$ cat src/rtl/alu_pkg.sv
// Shared ALU control codes and execute-unit FSM encoding, used by the ALU
// control decoder and the execute unit.
package alu_pkg;

  localparam logic [3:0] ALU_AND   = 4'b0000;
  localparam logic [3:0] ALU_ORR   = 4'b0001;
  localparam logic [3:0] ALU_ADD   = 4'b0010;
  localparam logic [3:0] ALU_LSL   = 4'b0011;
  localparam logic [3:0] ALU_SUB   = 4'b0110;
  localparam logic [3:0] ALU_PASSB = 4'b0111;

  typedef enum logic [1:0] {
    ST_IDLE  = 2'd0,
    ST_SHIFT = 2'd1,
    ST_DONE  = 2'd2
  } alu_state_t;

  // LSL by zero completes in a single cycle like any other op.
  function automatic logic is_iterative_shift(input logic [3:0] ctrl, input logic [5:0] shamt);
    return (ctrl == ALU_LSL) && (shamt != 6'd0);
  endfunction

endpackage

$ cat src/rtl/alu_shift_seq.sv
// Iterative left shifter: load a value and a step count, shift by one per step.
// 'last' flags the step that produces the final shifted value on 'shifted'.
module alu_shift_seq
  import alu_pkg::*;
#(
  parameter int WIDTH = 64,
  parameter int CW    = 6
) (
  input  logic             clk,
  input  logic             srst,
  input  logic             load,
  input  logic             step,
  input  logic [WIDTH-1:0] load_data,
  input  logic [CW-1:0]    load_count,
  output logic [WIDTH-1:0] shifted,
  output logic             last
);

  logic [WIDTH-1:0] data_reg;
  logic [CW-1:0]    count_reg;

  always_ff @(posedge clk) begin
    if (srst) begin
      data_reg  <= '0;
      count_reg <= '0;
    end else if (load) begin
      data_reg  <= load_data;
      count_reg <= load_count;
    end else if (step) begin
      data_reg  <= data_reg << 1;
      count_reg <= count_reg - 1'b1;
    end
  end

  assign shifted = data_reg << 1;
  assign last    = (count_reg == CW'(1));

endmodule

$ cat src/rtl/alu_exec_unit.sv
// Multi-cycle ALU execute unit: single-cycle logic/arith ops, iterative LSL.
// Define ALU_FLAGS_EN to add the registered N,Z,C,V Flags output.
module alu_exec_unit
  import alu_pkg::*;
#(
  parameter int WIDTH = 64
) (
  input  logic             CLK,
  input  logic             Reset,
  input  logic             Start,
  input  logic [3:0]       ALUCtrl,
  input  logic [WIDTH-1:0] BusA,
  input  logic [WIDTH-1:0] BusB,
  input  logic [5:0]       Shamt,
  output logic             Busy,
  output logic             Done,
  output logic [WIDTH-1:0] BusW,
  output logic             Zero
`ifdef ALU_FLAGS_EN
  , output logic [3:0]     Flags
`endif
);

  alu_state_t       state_reg;
  logic             busy_reg, done_reg, zero_reg;
  logic [WIDTH-1:0] busw_reg;
  logic [WIDTH-1:0] add_sum, sub_diff, op_result, shift_result;
  logic             shift_load, shift_step, shift_last;

  assign shift_load = (state_reg == ST_IDLE) && Start && is_iterative_shift(ALUCtrl, Shamt);
  assign shift_step = (state_reg == ST_SHIFT);

`ifdef ALU_FLAGS_EN
  logic       add_c, sub_c, op_carry, op_ovf;
  logic [3:0] flags_reg;
  assign {add_c, add_sum}  = {1'b0, BusA} + {1'b0, BusB};
  // Two's-complement subtract: carry-out is the no-borrow indication.
  assign {sub_c, sub_diff} = {1'b0, BusA} + {1'b0, ~BusB} + (WIDTH+1)'(1);

  always_comb begin
    op_carry = 1'b0;
    op_ovf   = 1'b0;
    if (ALUCtrl == ALU_ADD) begin
      op_carry = add_c;
      op_ovf   = (BusA[WIDTH-1] == BusB[WIDTH-1]) && (add_sum[WIDTH-1] != BusA[WIDTH-1]);
    end else if (ALUCtrl == ALU_SUB) begin
      op_carry = sub_c;
      op_ovf   = (BusA[WIDTH-1] != BusB[WIDTH-1]) && (sub_diff[WIDTH-1] != BusA[WIDTH-1]);
    end
  end

  assign Flags = flags_reg;
`else
  assign add_sum  = BusA + BusB;
  assign sub_diff = BusA - BusB;
`endif

  always_comb begin
    op_result = '0;
    case (ALUCtrl)
      ALU_AND:   op_result = BusA & BusB;
      ALU_ORR:   op_result = BusA | BusB;
      ALU_ADD:   op_result = add_sum;
      ALU_SUB:   op_result = sub_diff;
      ALU_PASSB: op_result = BusB;
      ALU_LSL:   op_result = BusA;  // only reached for a zero shift amount
      default:   op_result = '0;
    endcase
  end

  alu_shift_seq #(.WIDTH(WIDTH), .CW(6)) u_shift (
    .clk        (CLK),
    .srst       (Reset),
    .load       (shift_load),
    .step       (shift_step),
    .load_data  (BusA),
    .load_count (Shamt),
    .shifted    (shift_result),
    .last       (shift_last)
  );

  always_ff @(posedge CLK) begin
    if (Reset) begin
      state_reg <= ST_IDLE;
      busy_reg  <= 1'b0;
      done_reg  <= 1'b0;
      busw_reg  <= '0;
      zero_reg  <= 1'b1;
`ifdef ALU_FLAGS_EN
      flags_reg <= 4'b0100;
`endif
    end else begin
      case (state_reg)
        ST_IDLE: begin
          done_reg <= 1'b0;
          if (Start) begin
            busy_reg <= 1'b1;
            if (shift_load) begin
              state_reg <= ST_SHIFT;
            end else begin
              state_reg <= ST_DONE;
              done_reg  <= 1'b1;
              busw_reg  <= op_result;
              zero_reg  <= (op_result == '0);
`ifdef ALU_FLAGS_EN
              flags_reg <= {op_result[WIDTH-1], (op_result == '0), op_carry, op_ovf};
`endif
            end
          end
        end
        ST_SHIFT: begin
          if (shift_last) begin
            state_reg <= ST_DONE;
            done_reg  <= 1'b1;
            busw_reg  <= shift_result;
            zero_reg  <= (shift_result == '0);
`ifdef ALU_FLAGS_EN
            flags_reg <= {shift_result[WIDTH-1], (shift_result == '0), 2'b00};
`endif
          end
        end
        default: begin
          state_reg <= ST_IDLE;
          busy_reg  <= 1'b0;
          done_reg  <= 1'b0;
        end
      endcase
    end
  end

  assign Busy = busy_reg;
  assign Done = done_reg;
  assign BusW = busw_reg;
  assign Zero = zero_reg;

endmodule

$ cat config.mk
export PLATFORM = sky130hd
export DESIGN_NAME = alu_exec_unit
export DESIGN_NICKNAME = d
export VERILOG_FILES = /design/src/rtl/alu_pkg.sv /design/src/rtl/alu_shift_seq.sv /design/src/rtl/alu_exec_unit.sv
export SDC_FILE = /design/constraint.sdc
export NUM_CORES = 1
export LEC_CHECK = 0
export CAP_MARGIN = 20
export CORE_MARGIN = 1.5
export CORE_UTILIZATION = 49
export DETAILED_ROUTE_END_ITERATION = 6
export PLACE_DENSITY = 0.76
export SLEW_MARGIN = 20
export SYNTH_ARGS = -nofsm -noshare
export SYNTH_HDL_FRONTEND = slang
export SYNTH_HIERARCHICAL = 1
export SYNTH_SLANG_ARGS = --single-unit
export TNS_END_PERCENT = 10
$ cat constraint.sdc
create_clock -name CLK -period 13.7 [get_ports CLK]
set_input_delay 2.055 -clock CLK [delete_from_list [all_inputs] [get_ports CLK]]
set_output_delay 2.055 -clock CLK [all_outputs]
set_load 0.05 [all_outputs]
==> results.md <==
Run status:
- The run finished with clean final reports.

Timing:
- The final hold violation count is 0.
- The final critical path time including I/O delays and setup is ~8.6 ns.
- Setup repair after global routing left no endpoint under its margin.
- The worst hold-check slack is between 0.4 and 0.5 ns.
- The actual slew at the worst max-slew pin is 1.21 ns.
- The worst pin sits at a relative slew slack of between 10% and 20%.
- The total of endpoints with negative setup slack in the final report is 0.
- The clock arrives with around 0.013 ns of skew.
- Derived from the worst setup path, the maximum achievable clock frequency is between 0.1 and 0.15 GHz.
- The final number of max-transition violations is 0.
- After routing, the total negative slack on setup checks comes to 0 ns.
- Dividing the final minimum period by the clock period gives a little over three fifths.

Logic synthesis:
- After synthesis, the largest area contributor takes up 20.8% of total cell area.
- The dominant synthesized flop cell is sky130_fd_sc_hd__dfxtp_1.
- The async set-reset flop share out of synthesis is 0%.
- Ranked by total cell area, the synthesized netlist is headed by sky130_fd_sc_hd__dfxtp_1, sky130_fd_sc_hd__nor2_1, sky130_fd_sc_hd__ha_1.
- By count the netlist is led by sky130_fd_sc_hd__nor2_1, sky130_fd_sc_hd__nand2_1, sky130_fd_sc_hd__a21oi_1.
- The number of different library cells in the post-synthesis netlist is 89.
- After synthesis, the mean cell area works out to just over 7 um^2.
- The number of instances in the synthesized netlist is approximately 1800.
- The register area share after synthesis is 20.8%.
- During synthesis, Yosys emitted a total of 6 warnings.
- The biggest area contributor in the post-synthesis netlist is sky130_fd_sc_hd__dfxtp_1.
- In this run, synthesis inferred 0 flip-flops with an integrated enable.
- By instance count, the leading cell after synthesis is sky130_fd_sc_hd__nor2_1.
- In this run the cell area of the synthesized design comes to between 0.01 and 0.015 mm^2.
- After synthesis the netlist holds a flip-flop and latch count of roughly 140.
- The total nets after synthesis is 2055.

Global route:
- The first global-routing pass estimated about 84000 um of wire.
- Across every metal layer, demand over resource in global routing totals between 30% and 40%.
- Summed over all layers, the global routing overflow is 0.
- The pin count of the biggest net entering global routing is 95.
- The number of global-route vias before repair is between 10000 and 15000.
- The initial antenna violation count is 0.

Die:
- The total die area is about 0.028 mm^2.
- The core region is roughly 0.027 mm^2.
- The die is around 170 um wide.
- The initial utilization of the core area, before any placement, comes to 49.7%.
- The number of top-level pins is between 200 and 250.
- The total number of placement rows is 60.
- From bottom edge to top edge, the die measures between 150 and 200 um.

Pwr:
- The power per cell area is between 90 and 100 mW/mm^2.
- Per report_power, the clock group accounts for roughly a third of the total.
- The worst-case vdd ir drop is 98.9 uV.
- The sequential power share is between 20 and 30%.
- The leakage dissipation is 6.00 nW.
- Of the total power, the share spent switching nets is approximately two fifths.
- The internal power summed over all cells is between 0.8 and 0.9 mW.
- The analysis attributes to net switching a power of a little under 0.6 mW.
- Per report_power, the combinational group accounts for between 30% and 40% of the total.

Run:
- The count of max-cap constraint violations is 0.

Worst setup path:
- For the worst setup path, the data required time is about 14 ns.
- The startpoint identified for the worst register-to-register timing path is state_reg[1].
- The critical path's slowest cell is sky130_fd_sc_hd__nor2_1.
- The category of the critical setup timing path is in2reg.
- The source of the critical timing path is BusB[28].
- The arrival time at the worst endpoint is approximately 9 ns.
- The largest incremental delay on the critical path is roughly 0.73 ns.
- The kind of end point of the critical path is a flop.
- Of all nets on the critical path, the largest fanout is 8.
- Walking the worst path, the cells encountered are clkdlybuf4s50_1, or4_4, or3_4, or3_4, or3_4, nor3_4, nand3_1, nor2_1, a21oi_1, xnor2_1, ha_1, a21o_1, a31oi_1, a21oi_1, nor2b_1, a31oi_1, a311o_1, xor2_1, a21oi_1, nand4b_1, a2111oi_0, nand4_1, o31ai_1.
- STA classifies the critical path startpoint as an input pin.

Detailed routing:
- The total DRC errors in the routed layout is 0.
- In this run, the number of DRC markers left after iteration 0 of detailed routing was about 2400.
- In this run the remaining antenna-violating nets after routing total 0.
- The routed layout has 15400 vias.
- Summed over all layers, the routed wires come to between 50000 and 60000 um.
- The post-detailed-route via-to-cell ratio is roughly 6.6.
- The number of optimization iterations in the first detailed-route pass is 7.
- After detailed routing, the average wire length per cell comes to around 24 um.
- Signal routing reaches up to met4.
- The detailed route wirelength on metal2 is 23100 um.
- The routed wire length on met3 is roughly 6700 um.
- The routed length on met1 is approximately 25000 um.

Layout:
- The relative area change from synthesis to final layout is 20.2%.
- Summing all flip-flop and latch instances after layout gives around 0.0028 mm^2.
- The flip-flop count of the largest register, all copies and words added is 64.
- The layout filler cell count is approximately 2500.
- In the final layout, the share of cells above drive strength 1 is under 10%.
- The net count of the finished layout is 2169.
- The number of antenna diodes in the final layout is 0.
- The area taken by multi-input logic gates is 0.00994 mm^2.

Worst hold path:
- In this run the worst hold path is classified as reg2reg.
- The worst hold path begins at Busy.

Clock network:
- After clock tree synthesis, the setup repair step added 0 buffers.
- The tree is rooted in a sky130_fd_sc_hd__clkbuf_16.
- The number of clock sinks seen by CTS is between 100 and 150.
- The clock tree from TritonCTS is done.
- The clock transition at the register clock pins on the worst setup and hold paths after CTS is around 0.070 ns.
- Buffers inserted to repair hold after CTS numbered 0.
- Clock latency on the worst-skew pair, taken at its later pin, is approximately 0.43 ns.
- The number of levels the H-tree was split into is 4.
- The longest clock path from root to sink contains 2 buffers.
- TritonCTS created 17 clock buffers.
- After clock tree synthesis, the repair step resized 0 gates.

Placed design:
- The wire-length estimate of the detail-placed layout is 43300 um.
- The quantity of I/O buffers inserted on ports is ~210.
- Routability-driven placement finished with a final weighted congestion of between 1 and 1.5.
## final cells by class
cell class / instances / share of cell area [%]
Multi-Input combinational cell: 1553 / 62.1
Sequential cell: 138 / 17.3
Timing Repair Buffer: 222 / 13.6
Clock buffer: 18 / 2.75
Tap cell: 341 / 2.67
Clock inverter: 14 / 0.915
Inverter: 27 / 0.641
## power groups by stage
stage,clock (mW),combinational (mW),sequential [mW]
3_5_place_dp,0,0.549,0.437
2_1_floorplan,0,0.316,0.470
3_3_place_gp,0,0.548,0.436
6_report,0.464,0.570,0.428
4_1_cts,0.463,0.552,0.428
5_1_grt,0.484,0.604,0.430
## cell families (layout without fill, tap and decap cells)
logic type               Yosys count  count (layout)  share of synthesized area (%)
AO/OA/AOI/OAI                    573             573                           29.2
adder cells (fa/ha/maj)           73              73                           6.84
flip-flops                       138             138                           20.8
XOR/XNOR                         122             122                           8.03
buffers and inverters            154             281                           4.83
other                              1               1                         0.0282
AND/OR/NAND/NOR                  702             702                           24.0
multiplexers                      82              82                           6.32
## worst max-delay path: cells and delay by family
family | cells | cell delay [ns]
AOI/OAI and AO/OA | 9 | 2.47
xor gates and xnor gates | 2 | 0.36
adders and majority gates | 1 | 0.37
buffers and inverters | 1 | 0.47
and+or+nand+nor | 10 | 3.22
## through the flow
stage               std cells  util (%)  setup WS [ns]  power, mW  cell area (um^2)
floorplan                1845         -           6.29      0.786             13300
global placement         2280      57.5           5.02      0.985             15400
detailed placement       2280      57.5           4.94      0.986             15400
CTS                      2312      59.7           5.36       1.44             16000
global route             2313      59.7           4.68       1.52             16000
finish                   2313      59.7           5.08       1.46             16000
## layer usage
metal  vias up  track usage, %
met1      7232            56.9
met3       118            8.84
li1       7033               -
met4         0            12.2
met2       987            55.9
met5         -               0
## layout by cell type (no fill, tap or decap), drive strengths merged, types with 60 or more instances in the layout
cell             n
a211oi          98
nor2           297
nand2          195
mux2i           66
a21oi          169
xor2            60
xnor2           62
dfxtp          138
clkdlybuf4s50  206
ha              68
o21ai           74
## worst paths after layout
| kind | end | slack (ns) | depth (start not counted) |
|---|---|---|---|
| max | Zero | 5.08 | 23 |
| min | Busy | 0.46 | 2 |
| max reg2reg | Zero | 9.94 | 12 |
| min reg2reg | Busy | 0.46 | 2 |
Power figures use the tool's default switching activity.
